[config.mk]
export PLATFORM = sky130hd
export DESIGN_NAME = mem_stage_ctrl_flat
export DESIGN_NICKNAME = d
export VERILOG_FILES = /design/src/rtl/mem_stage_ctrl_if.sv /design/src/rtl/mem_stage_ctrl.sv /design/src/flat_wrapper.sv
export SDC_FILE = /design/constraint.sdc
export NUM_CORES = 1
export LEC_CHECK = 0
export CORE_MARGIN = 8
export CORE_UTILIZATION = 41
export CTS_CLUSTER_SIZE = 24
export DETAILED_ROUTE_END_ITERATION = 10
export PLACE_DENSITY = 0.86
export SYNTH_ARGS = -nofsm -noshare
export SYNTH_HDL_FRONTEND = slang
export SYNTH_SLANG_ARGS = --single-unit
[constraint.sdc]
create_clock -name clk -period 1.8 [get_ports clk]
set_input_delay 0.36 -clock clk [delete_from_list [all_inputs] [get_ports clk]]
set_output_delay 0.36 -clock clk [all_outputs]
set_load 0.01 [all_outputs]
[src/rtl/mem_stage_ctrl_if.sv]
// mem_stage_ctrl_if
// Request/acknowledge bus between the Memory-stage access controller and a
// variable-latency data memory.
//   mem_req   : request valid, raised by the controller
//   mem_we    : 1 = write, 0 = read; meaningful while mem_req=1
//   mem_addr  : word-aligned byte address of the access
//   mem_wdata : store data
//   mem_ack   : single-cycle completion pulse from the memory
//   mem_rdata : read data, valid alongside mem_ack on a read
interface mem_stage_ctrl_if;
  logic        mem_req;
  logic        mem_we;
  logic [31:0] mem_addr;
  logic [31:0] mem_wdata;
  logic        mem_ack;
  logic [31:0] mem_rdata;

  modport master (
    output mem_req, mem_we, mem_addr, mem_wdata,
    input  mem_ack, mem_rdata
  );

  modport slave (
    input  mem_req, mem_we, mem_addr, mem_wdata,
    output mem_ack, mem_rdata
  );
endinterface

[src/rtl/mem_stage_ctrl.sv]
// mem_stage_ctrl
// Sequences data-memory accesses for the M stage of the 5-stage MIPS
// pipeline. Each load/store is latched, presented on the memory bus until
// acknowledged, then released for one DONE cycle so the pipeline advances.
// A misaligned address or a memory that never answers locks the block in
// a sticky error state until reset.
// Ports:
//   clk, reset             : clock and synchronous active-high reset
//   MemWriteM, MemtoRegM   : M-stage store / load flags
//   ALUOutM, WriteDataM    : byte address and store data of the access
//   mem                    : memory bus (master side)
//   ReadDataW              : data of the last completed load
//   StallM                 : hold F/D, D/E, E/M; bubble into M/W
//   err, err_addr          : sticky error flag and offending address
module mem_stage_ctrl #(
  parameter int LAT_MAX = 15,
  parameter int CNT_W   = 4
) (
  input  logic                  clk,
  input  logic                  reset,
  input  logic                  MemWriteM,
  input  logic                  MemtoRegM,
  input  logic [31:0]           ALUOutM,
  input  logic [31:0]           WriteDataM,
  mem_stage_ctrl_if.master      mem,
  output logic [31:0]           ReadDataW,
  output logic                  StallM,
  output logic                  err,
  output logic [31:0]           err_addr
);

  typedef enum logic [1:0] {IDLE, REQ, DONE, ERR} state_t;

  state_t         state, state_n;
  logic [CNT_W-1:0] cnt, cnt_n;
  logic [31:0]    addr_q, wdata_q, rdata_q, err_addr_q;
  logic           we_q, err_q;

  logic           acc, aligned, timeout;
  logic           latch, capture, set_err, req, stall;
  logic [31:0]    err_src;

  assign acc     = MemWriteM | MemtoRegM;
  assign aligned = (ALUOutM[1:0] == 2'b00);
  // Last allowed REQ cycle: counter starts at 0 on the first one.
  assign timeout = (cnt == CNT_W'(LAT_MAX - 1));

  // Next-state and per-cycle control. An ack in the final REQ cycle takes
  // priority over the timeout. DONE always returns to IDLE because the
  // instruction still sitting in M is the one that just completed.
  always_comb begin
    state_n = state;
    cnt_n   = cnt;
    latch   = 1'b0;
    capture = 1'b0;
    set_err = 1'b0;
    err_src = ALUOutM;
    req     = 1'b0;
    stall   = 1'b0;
    case (state)
      IDLE: begin
        if (acc) begin
          stall = 1'b1;
          if (aligned) begin
            latch   = 1'b1;
            cnt_n   = '0;
            state_n = REQ;
          end else begin
            set_err = 1'b1;
            err_src = ALUOutM;
            state_n = ERR;
          end
        end
      end
      REQ: begin
        req   = 1'b1;
        stall = 1'b1;
        if (mem.mem_ack) begin
          capture = ~we_q;
          state_n = DONE;
        end else if (timeout) begin
          set_err = 1'b1;
          err_src = addr_q;
          state_n = ERR;
        end else begin
          cnt_n = cnt + 1'b1;
        end
      end
      DONE: begin
        state_n = IDLE;
      end
      ERR: begin
        stall = 1'b1;
      end
      default: begin
        state_n = IDLE;
      end
    endcase
  end

  // State and datapath registers. A store takes priority when both flags
  // are set, so ReadDataW only moves on a completed read.
  always_ff @(posedge clk) begin
    if (reset) begin
      state      <= IDLE;
      cnt        <= '0;
      addr_q     <= '0;
      wdata_q    <= '0;
      we_q       <= 1'b0;
      rdata_q    <= '0;
      err_q      <= 1'b0;
      err_addr_q <= '0;
    end else begin
      state <= state_n;
      cnt   <= cnt_n;
      if (latch) begin
        addr_q  <= {ALUOutM[31:2], 2'b00};
        wdata_q <= WriteDataM;
        we_q    <= MemWriteM;
      end
      if (capture) begin
        rdata_q <= mem.mem_rdata;
      end
      if (set_err) begin
        err_q      <= 1'b1;
        err_addr_q <= err_src;
      end
    end
  end

  assign mem.mem_req   = req;
  assign mem.mem_we    = we_q;
  assign mem.mem_addr  = addr_q;
  assign mem.mem_wdata = wdata_q;
  assign ReadDataW     = rdata_q;
  assign StallM        = stall;
  assign err           = err_q;
  assign err_addr      = err_addr_q;

endmodule

[src/flat_wrapper.sv]
// flat-port wrapper written by rule: the top's interface ports become plain ports
module mem_stage_ctrl_flat 
#(
  parameter int LAT_MAX = 15,
  parameter int CNT_W   = 4
)
  (clk, reset, MemWriteM, MemtoRegM, ALUOutM, WriteDataM, ReadDataW, StallM, err, err_addr, mem_mem_req, mem_mem_we, mem_mem_addr, mem_mem_wdata, mem_mem_ack, mem_mem_rdata);
  mem_stage_ctrl_if mem_i ();
  input  logic clk;
  input  logic reset;
  input  logic MemWriteM;
  input  logic MemtoRegM;
  input  logic [31:0] ALUOutM;
  input  logic [31:0] WriteDataM;
  output logic [31:0] ReadDataW;
  output logic StallM;
  output logic err;
  output logic [31:0] err_addr;
  output wire logic [$bits(mem_i.mem_req)-1:0] mem_mem_req;
  output wire logic [$bits(mem_i.mem_we)-1:0] mem_mem_we;
  output wire logic [$bits(mem_i.mem_addr)-1:0] mem_mem_addr;
  output wire logic [$bits(mem_i.mem_wdata)-1:0] mem_mem_wdata;
  input wire logic [$bits(mem_i.mem_ack)-1:0] mem_mem_ack;
  input wire logic [$bits(mem_i.mem_rdata)-1:0] mem_mem_rdata;
  assign mem_mem_req = mem_i.mem_req;
  assign mem_mem_we = mem_i.mem_we;
  assign mem_mem_addr = mem_i.mem_addr;
  assign mem_mem_wdata = mem_i.mem_wdata;
  assign mem_i.mem_ack = mem_mem_ack;
  assign mem_i.mem_rdata = mem_mem_rdata;
  mem_stage_ctrl #(.LAT_MAX(LAT_MAX), .CNT_W(CNT_W)) u_core (.clk(clk), .reset(reset), .MemWriteM(MemWriteM), .MemtoRegM(MemtoRegM), .ALUOutM(ALUOutM), .WriteDataM(WriteDataM), .mem(mem_i), .ReadDataW(ReadDataW), .StallM(StallM), .err(err), .err_addr(err_addr));
endmodule
# --- Word level (Yosys, flattened, before mapping) ---
# Cells that the tools add are included.
classes:
  addsub: 1
  eq_ne: 9
  muxes: 26
  n_bitwise: 2
  reduce_logical: 7
op_table:
  columns: ["operator", "n"]
  rows:
  - ["two-way mux 32 bit", 3]
  - ["two-way mux 4 bit", 4]
  - ["two-way mux 1 bit", 11]
  - ["two-way mux 2 bit", 4]
  - ["case mux 4 bit (2 select lines)", 1]
  - ["case mux 2 bit (3 select lines)", 1]
  - ["AND reduction 5 bit", 1]
  - ["adder 4 x 1 -> 4 bit, second input constant", 1]
  - ["== test 2 bit, second input constant", 2]
  - ["== test 4 bit, second input constant", 1]
  - ["zero test 2 bit", 2]
  - ["inequality test 2 x 1 -> 1 bit, second input constant", 2]
  - ["inequality test 2 bit, second input constant", 2]
  - ["case mux 1 bit (2 select lines)", 2]
  - ["inequality test 3 x 2 -> 1 bit, second input constant", 1]
  - ["AND reduction 3 bit", 1]
  - ["nonzero test 3 bit", 1]
  - ["== test 2 x 1 -> 1 bit, second input constant", 1]
  - ["nonzero test 2 bit", 1]
  - ["OR reduction 2 bit", 1]
  - ["NOT 1 bit", 1]
  - ["bitwise OR 1 bit", 1]
word_totals:
  inputBits: 101
  out_inout_bits: 132
  reg_bits: 134
  elab_cells: 53

# --- Depth between registers and ports, before layout ---
# Gate-level depths: netlist of run 1.
depth:
  word_depth: 4
  ltp_mapped: 9

# --- Worst setup path before layout of run 1 ---
# OpenSTA, ideal clock, no wires.
synth_path:
  kind: "flip-flop to flip-flop"
  start: "reg u_core.state[1]"
  end: "reg u_core.err_addr_q[22] (netlist: u_core.err_addr[22])"
  path_stages_with_launch: 10
  synth_period_minus_slack_ns: 1.697
  arrival_ns: 1.611
  t_required_ns: 1.714
  setup_slack_ns: 0.103
  setup_time_ns: 0.086
  cell_sequence: "dfxtp_1 > inv_1 > ha_1 > buf_4 > nand2b_1 > or2_1 > buf_2 > buf_2 > nor2_1 > a211oi_1"
synth_via:
  elab_chain_len: 2
  word_cells_on_any_way: 4
  classes_between: "eq/ne (1); mux (2); reduce/logical (1)"
synth_rtl:
  columns: ["element", "line_no", "source"]
  rows:
  - ["from (decl)", "mem_stage_ctrl.sv:34", "state_t state, state_n;"]
  - ["from (signal assigned)", "mem_stage_ctrl.sv:114", "state <= state_n;"]
  - ["== test 2 x 1 -> 1 bit / zero test 2 bit (equally long branches)", "mem_stage_ctrl.sv:60", "case (state)"]
  - ["case mux 1 bit (2 select lines) / two-way mux 32 bit (equally long branches)", null, null]
  - ["to (signal assigned)", "mem_stage_ctrl.sv:126", "err_addr_q <= err_src;"]
  - ["to (decl)", "mem_stage_ctrl.sv:36", "logic [31:0] addr_q, wdata_q, rdata_q, err_addr_q;"]
# Several ways; a longest one is shown, not always the timed one.
# A chain may end at the register's enable or synchronous reset.

# --- Final worst setup path of run 1 ---
layout_path:
  start: "reg u_core.state[0]"
  end: "out StallM"
layout_via:
  elab_chain_len: 3
  word_cells_on_any_way: 5
  classes_between: "eq/ne (2); mux (1); reduce/logical (2)"
layout_rtl:
  columns: ["element", "line_no", "source"]
  rows:
  - ["== test 2 bit / == test 2 x 1 -> 1 bit (equally long branches)", "mem_stage_ctrl.sv:60", null]
  - ["OR reduction 2 bit (no line)", null, null]
  - ["case mux 1 bit (2 select lines) (*)", "mem_stage_ctrl.sv:60", null]
  - ["to (decl)", "flat_wrapper.sv:16", "output logic StallM;"]
# Mark *: on every way between the ends. The rest lies on a longest branch, timed or not.

==> flow_metrics.env, run 1 <==
export IMPL_outcome="finished, final reports clean"
export IMPL_ir_drop_v=0.000806
export IMPL_dp_hpwl_um=11800
export IMPL_syn_avg_cell_area_um2=8.44
export IMPL_synth_edff_count=0
export IMPL_rsz0062_at_grt="yes"
export IMPL_drtPass1Iterations=6
export IMPL_antenna_found_initial=0
export IMPL_ant_nets=0
export IMPL_clockBufferDepth=2
export IMPL_finalHoldViolations=0
export IMPL_seq_area_um2=2690
export IMPL_cellPowerDensity_nw_per_um2=1240
export IMPL_coreArea_um2=12600
export IMPL_cp_data_arrival_time_ps=1390
export IMPL_dr_total_vias=5121
export IMPL_leakagePower_uw=0.00329
export IMPL_drive_above_1_share=0.108
export IMPL_netlist_area_um2=5270
export IMPL_h_tree_depth=4
export IMPL_initial_core_util=0.419
export IMPL_layout_area_overhead_vs_synth_pct=63.4
export IMPL_die_height_um=129
export IMPL_hold_depth=2
export IMPL_layout_nets=966
export IMPL_grt_pass1_wl_um=25100
export IMPL_placementRows=41
export IMPL_grt_max_degree=66
export IMPL_reg2reg_depth=7
export IMPL_timing_fmax_mhz=572
export IMPL_ys_warn_count=0
export IMPL_wl_per_cell_um=15.9
export IMPL_dp_slack_ps=-326
export IMPL_postLayoutCoreUtil=0.685
export IMPL_die_w_um=129
export IMPL_wl_um=16600
export IMPL_cts_tree="yes"
export IMPL_viasPerCell=4.91
export IMPL_min_from="reset"
export IMPL_yosys_area_top_type_share=0.509
export IMPL_crit_required_ps=1440
export IMPL_nFillCells=967
export IMPL_ys_types=37
export IMPL_portBuffers=230
export IMPL_crit_type="reg2out"
export IMPL_setup_viol=0
export IMPL_ys_flop_type="dfxtp_1"
export IMPL_maxCapViolations=0
export IMPL_syn_inst=624
export IMPL_fin_crit_sh=0.971
export IMPL_final_setup_skew_ps=5.62
export IMPL_worstHoldPathType="in2reg"
export IMPL_yosysTopAreaCell="dfxtp_1"
export IMPL_io_pins=233
export IMPL_synth_commonest_cells="nand2_1 (191), dfxtp_1 (134), a21oi_1 (97), nor2_1 (39), mux2i_1 (33)"
export IMPL_synth_compound_area_share=0.158
export IMPL_drtIter0Drc=284
export IMPL_grt_ovfl_total=0
export IMPL_synth_top_family_by_area="simple AND/OR/NAND/NOR gates"
export IMPL_cp_startpoint="u_core.state[0]"
export IMPL_cts_made_buffers=17
export IMPL_synth_mux_area_frac=0.0653
export IMPL_yosys_area_share_adder=0.0190
export IMPL_setup_ws_ps=52.1
export IMPL_synth_xor_area_share=0
export IMPL_fin_tns_setup_ps=0
export IMPL_critical_path_startpoint_type="register"
export IMPL_r2r_start="u_core.state[1]"
export IMPL_yosysSeqAreaShare=0.509
export IMPL_diodes=0
export IMPL_cts_root_buf="clkbuf_16"
export IMPL_worst_path_max_fanout=4
export IMPL_yosys_area_share_simple=0.190
export IMPL_ys_seq_elements=134
export IMPL_drc=0
export IMPL_grt_pass1_vias=5001
export IMPL_cts_sinks=134
export IMPL_clkLatencyLatePin_ps=410
export IMPL_grtUsageTotal=0.191
export IMPL_synth_most_common_cell="nand2_1"
export IMPL_critPathCaptureType="primary output"
export IMPL_async_reset_ff_frac=0
export IMPL_die_area_um2=16700
export IMPL_gp_congestion=0.810
export IMPL_slew_violations=0
export IMPL_period_minus_slack_ps=1750
export IMPL_clk_pin_slew_worst_paths_ps=50
export IMPL_ys_top_cells_by_area="dfxtp_1 (51%), nand2_1 (14%), a21oi_1 (9.2%)"
export IMPL_multi_input_area_um2=2370
==> layout make-up <==
cell class                 instances  area share
sequential                       134       0.312
multi-input combinational        436       0.276
clock inverter                    13      0.0209
clock buffer                      19      0.0514
inverter                           6     0.00291
timing repair buffer             262       0.312
tap                              172      0.0250
==> power by group <==
group          leakage, µW  internal [µW]  total [µW]  switching (µW)
logic              0.00190           1850        3470            1620
registers          0.00109           3360        3570             214
clock network     0.000299           2350        3610            1260
==> worst max-delay path, cell delays in order, from the launching register on <==
cell and delay (ps):
dfxtp_2 330, buf_6 130, ha_4 170, nor3_2 160
nor2_1 60, buf_2 140
==> final timing paths <==
check                                end  slack (ps)
setup reg to reg           u_core.cnt[3]          60
hold reg to reg     u_core.ReadDataW[24]         450
setup / recovery                  StallM          50
hold / removal    u_core.mem.mem_addr[7]         340
==> what timing repair did <==
action,4_1_cts,5_1_grt
pin swaps,1,9
hold buffers,0,0
setup endpoints to repair,3,35
gates cloned,0,1
resized for setup,17,17
setup buffers,1,1
hold endpoints to repair,0,0
==> registers in the layout, summed over array words and instances (netlist names) <==
name,flops
u_core.mem.mem_addr,30
u_core.state,2
u_core.mem.mem_we,1
u_core.cnt,4
u_core.err,1
u_core.ReadDataW,32
u_core.mem.mem_wdata,32
u_core.err_addr,32
==> per-layer routing <==
metal  vias up  track usage  routed length, µm
met1      2389        0.203               6220
met3        17       0.0744               1560
li1       2550            -                  -
met4         0       0.0636                239
met5         -            0                  0
met2       165        0.338               8590
==> per-stage QoR <==
step	hold WS, ps	total power [µW]	area (µm²)	cells
after floorplan	481	5280	5270	625
after global placement	440	6780	7850	1007
after detailed placement	445	6840	7850	1007
after CTS	324	10500	8500	1040
after global routing	339	11200	8610	1042
final	339	10700	8610	1042
==> kinds of logic after synthesis <==
family	count (synthesis)
compound gates	141
fa+ha+maj	8
buf+inv	55
flops	134
mux	34
other cells	1
simple gates	251
==> layout by cell type, fill, tap and decap left out, types with 2 or more instances in the layout <==
cell	netlist	final
nand2b_1	2	2
ha_1	8	5
clkdlybuf4s50_1	0	227
or4_1	3	3
dfxtp_1	134	132
clkinv_2	0	4
or2_2	1	2
clkinvlp_4	0	3
buf_2	17	2
clkbuf_16	0	18
buf_6	4	3
mux2i_2	1	2
a211oi_2	2	6
nand2_1	191	191
mux2i_1	33	32
nor2_2	0	2
conb_1	1	2
nor2_1	39	37
ha_4	0	3
inv_1	6	4
bufinv_16	0	4
nand3_1	4	4
a211oi_1	28	24
buf_4	3	19
o31ai_1	2	2
nor3_1	3	2
o21ai_0	4	4
clkinv_4	0	2
buf_12	0	10
a31oi_1	2	2
a21oi_1	97	97
(Power assumes the default switching activity.)
==> run 2, diff against run 1 <==
--- a/config.mk
+++ b/config.mk
@@ -5,11 +5,14 @@
 export SDC_FILE = /design/constraint.sdc
 export NUM_CORES = 1
 export LEC_CHECK = 0
+export CELL_PAD_IN_SITES_DETAIL_PLACEMENT = 1
+export CELL_PAD_IN_SITES_GLOBAL_PLACEMENT = 2
 export CORE_MARGIN = 8
-export CORE_UTILIZATION = 41
+export CORE_UTILIZATION = 23
 export CTS_CLUSTER_SIZE = 24
 export DETAILED_ROUTE_END_ITERATION = 10
-export PLACE_DENSITY = 0.86
+export GPL_ROUTABILITY_DRIVEN = 0
+export PLACE_DENSITY = 0.87
 export SYNTH_ARGS = -nofsm -noshare
 export SYNTH_HDL_FRONTEND = slang
 export SYNTH_SLANG_ARGS = --single-unit
==> run 2 against run 1 <==
  * Core utilization decreased by 29 points
  * Critical endpoint unchanged
  * Global-route usage decreased by 4.7 points
  * Maximum frequency decreased by 1.7%
  * Critical path type unchanged
  * Final area increased by 4.9%
  * Register-to-register slack about the same
  * Non-clock buffer count increased by 18
  * Clock skew increased by 5.6 ps
  * Sequential share of layout area decreased by 1.5 points
  * Hold slack improved by 80 ps
  * Combinational power increased by 14%
  * Power increased by 3.8%
  * Routed wire length increased by 26%
==> flow_metrics.env, run 2 (synthesis gave the netlist of run 1 again) <==
export IMPL_cts_made_buffers=17
export IMPL_layout_area_overhead_vs_synth_pct=71.4
export IMPL_initial_core_util=0.233
export IMPL_critical_path_startpoint_type="register"
export IMPL_worstMarginPinSlew_ps=507
export IMPL_viasPerCell=4.47
export IMPL_layout_nets=984
export IMPL_portBuffers=230
export IMPL_clkLatencyLatePin_ps=410
export IMPL_timing_fmax_mhz=562
export IMPL_ir_drop_v=0.000677
export IMPL_maxCapViolations=0
export IMPL_die_height_um=167
export IMPL_grt_pass1_vias=5494
export IMPL_clockBufferDepth=2
export IMPL_crit_required_ps=1440
export IMPL_ant_nets=0
export IMPL_worst_path_max_fanout=3
export IMPL_dr_wl_met3_um=1040
export IMPL_wl_per_cell_um=17.8
export IMPL_fin_tns_setup_ps=0
export IMPL_grt_ovfl_total=0
export IMPL_top_layer_used="met4"
export IMPL_h_tree_depth=4
export IMPL_rsz0062_at_grt="yes"
export IMPL_period_minus_slack_ps=1780
export IMPL_dp_hpwl_um=14500
export IMPL_drive_above_1_share=0.134
export IMPL_setup_viol=0
export IMPL_clk_pin_slew_worst_paths_ps=60
export IMPL_fin_total_pwr_uw=11100
export IMPL_die_area_um2=28000
export IMPL_finalHoldViolations=0
export IMPL_critPathCaptureType="primary output"
export IMPL_antenna_found_initial=1
export IMPL_drc=0
export IMPL_final_common_cell="clkdlybuf4s50_1"
export IMPL_grt_max_degree=39
export IMPL_slew_limit_headroom=0.662
export IMPL_worstHoldPathType="in2reg"
export IMPL_wl_met2_um=10600
export IMPL_grt_pass1_wl_um=31700
export IMPL_wl_um=20900
export IMPL_io_pins=233
export IMPL_cts_sinks=134
export IMPL_crit_type="reg2out"
export IMPL_cts_tree="yes"
export IMPL_leakagePower_uw=0.00344
export IMPL_drt_met1_wl_um=8720
export IMPL_fin_crit_sh=0.988
export IMPL_drtIter0Drc=181
export IMPL_coreArea_um2=22600
export IMPL_outcome="finished, final reports clean"
export IMPL_grtUsageTotal=0.143
export IMPL_holdBufCountCts=0
export IMPL_die_w_um=167
export IMPL_cellPowerDensity_nw_per_um2=1220
export IMPL_cp_data_arrival_time_ps=1420
export IMPL_slew_violations=0
export IMPL_cts_root_buf="clkbuf_16"
export IMPL_dr_total_vias=5249
export IMPL_placementRows=55
export IMPL_final_setup_skew_ps=11.3
export IMPL_drtPass1Iterations=3
export IMPL_mostFrequentLayoutCells="clkdlybuf4s50_1 (225), nand2_1 (189), dfxtp_1 (132)"
## run 2: worst paths after layout
kind	start	endpoint	slack [ps]	depth (start not counted)
setup / recovery	u_core.state[1]	StallM	20	6
hold / removal	reset	u_core.mem.mem_addr[3]	420	2
setup reg to reg	u_core.state[0]	u_core.cnt[3]	60	7
hold reg to reg	u_core.ReadDataW[16]	u_core.ReadDataW[16]	450	2
## run 2: power breakdown
group,switching [µW],internal [µW]
clock network,1410,2130
registers,219,3350
logic,1810,2130
## run 2: through the flow
stage                     instances  hold WS, ps  instance area, µm²  setup slack, ps   util
after floorplan                 625          481                5270              103      -
after global placement         1130          441                8120             -333  0.360
after detailed placement       1130          446                8120             -373  0.360
after CTS                      1165          408                8790            -8.92  0.389
after global routing           1174          413                9030            -74.4  0.400
final                          1174          419                9030             21.1  0.400
## run 2: critical path, cell delays in order (launching register included)
cell and delay [ps]:
dfxtp_2 320, inv_2 100, ha_4 150, nor2b_4 170, nor3_4 50, nor2_1 80, buf_2 140
## run 2: final cells by class
cell class                      instances  area, µm²
Fill cell                            2603      13500
Tap cell                              285        357
Clock buffer                           19        453
Antenna cell                            1       2.50
Multi-Input combinational cell        436       2420
Sequential cell                       134       2690
Clock inverter                         13        146
Timing Repair Buffer                  280       2950
Inverter                                6       22.5
## run 2: metal layers
| layer | vias to the layer above | global-route usage |
|---|---|---|
| met5 | - | 0 |
| met4 | 0 | 0.0590 |
| met3 | 29 | 0.0494 |
| met2 | 118 | 0.249 |
| met1 | 2509 | 0.157 |
| li1 | 2593 | - |
## run 2: timing repair
| item | CTS | global route |
|---|---|---|
| setup buffers | 2 | 4 |
| setup endpoints to repair | 6 | 54 |
| pin swaps | 2 | 10 |
| gates resized for setup | 21 | 25 |
| cloned | 1 | 4 |
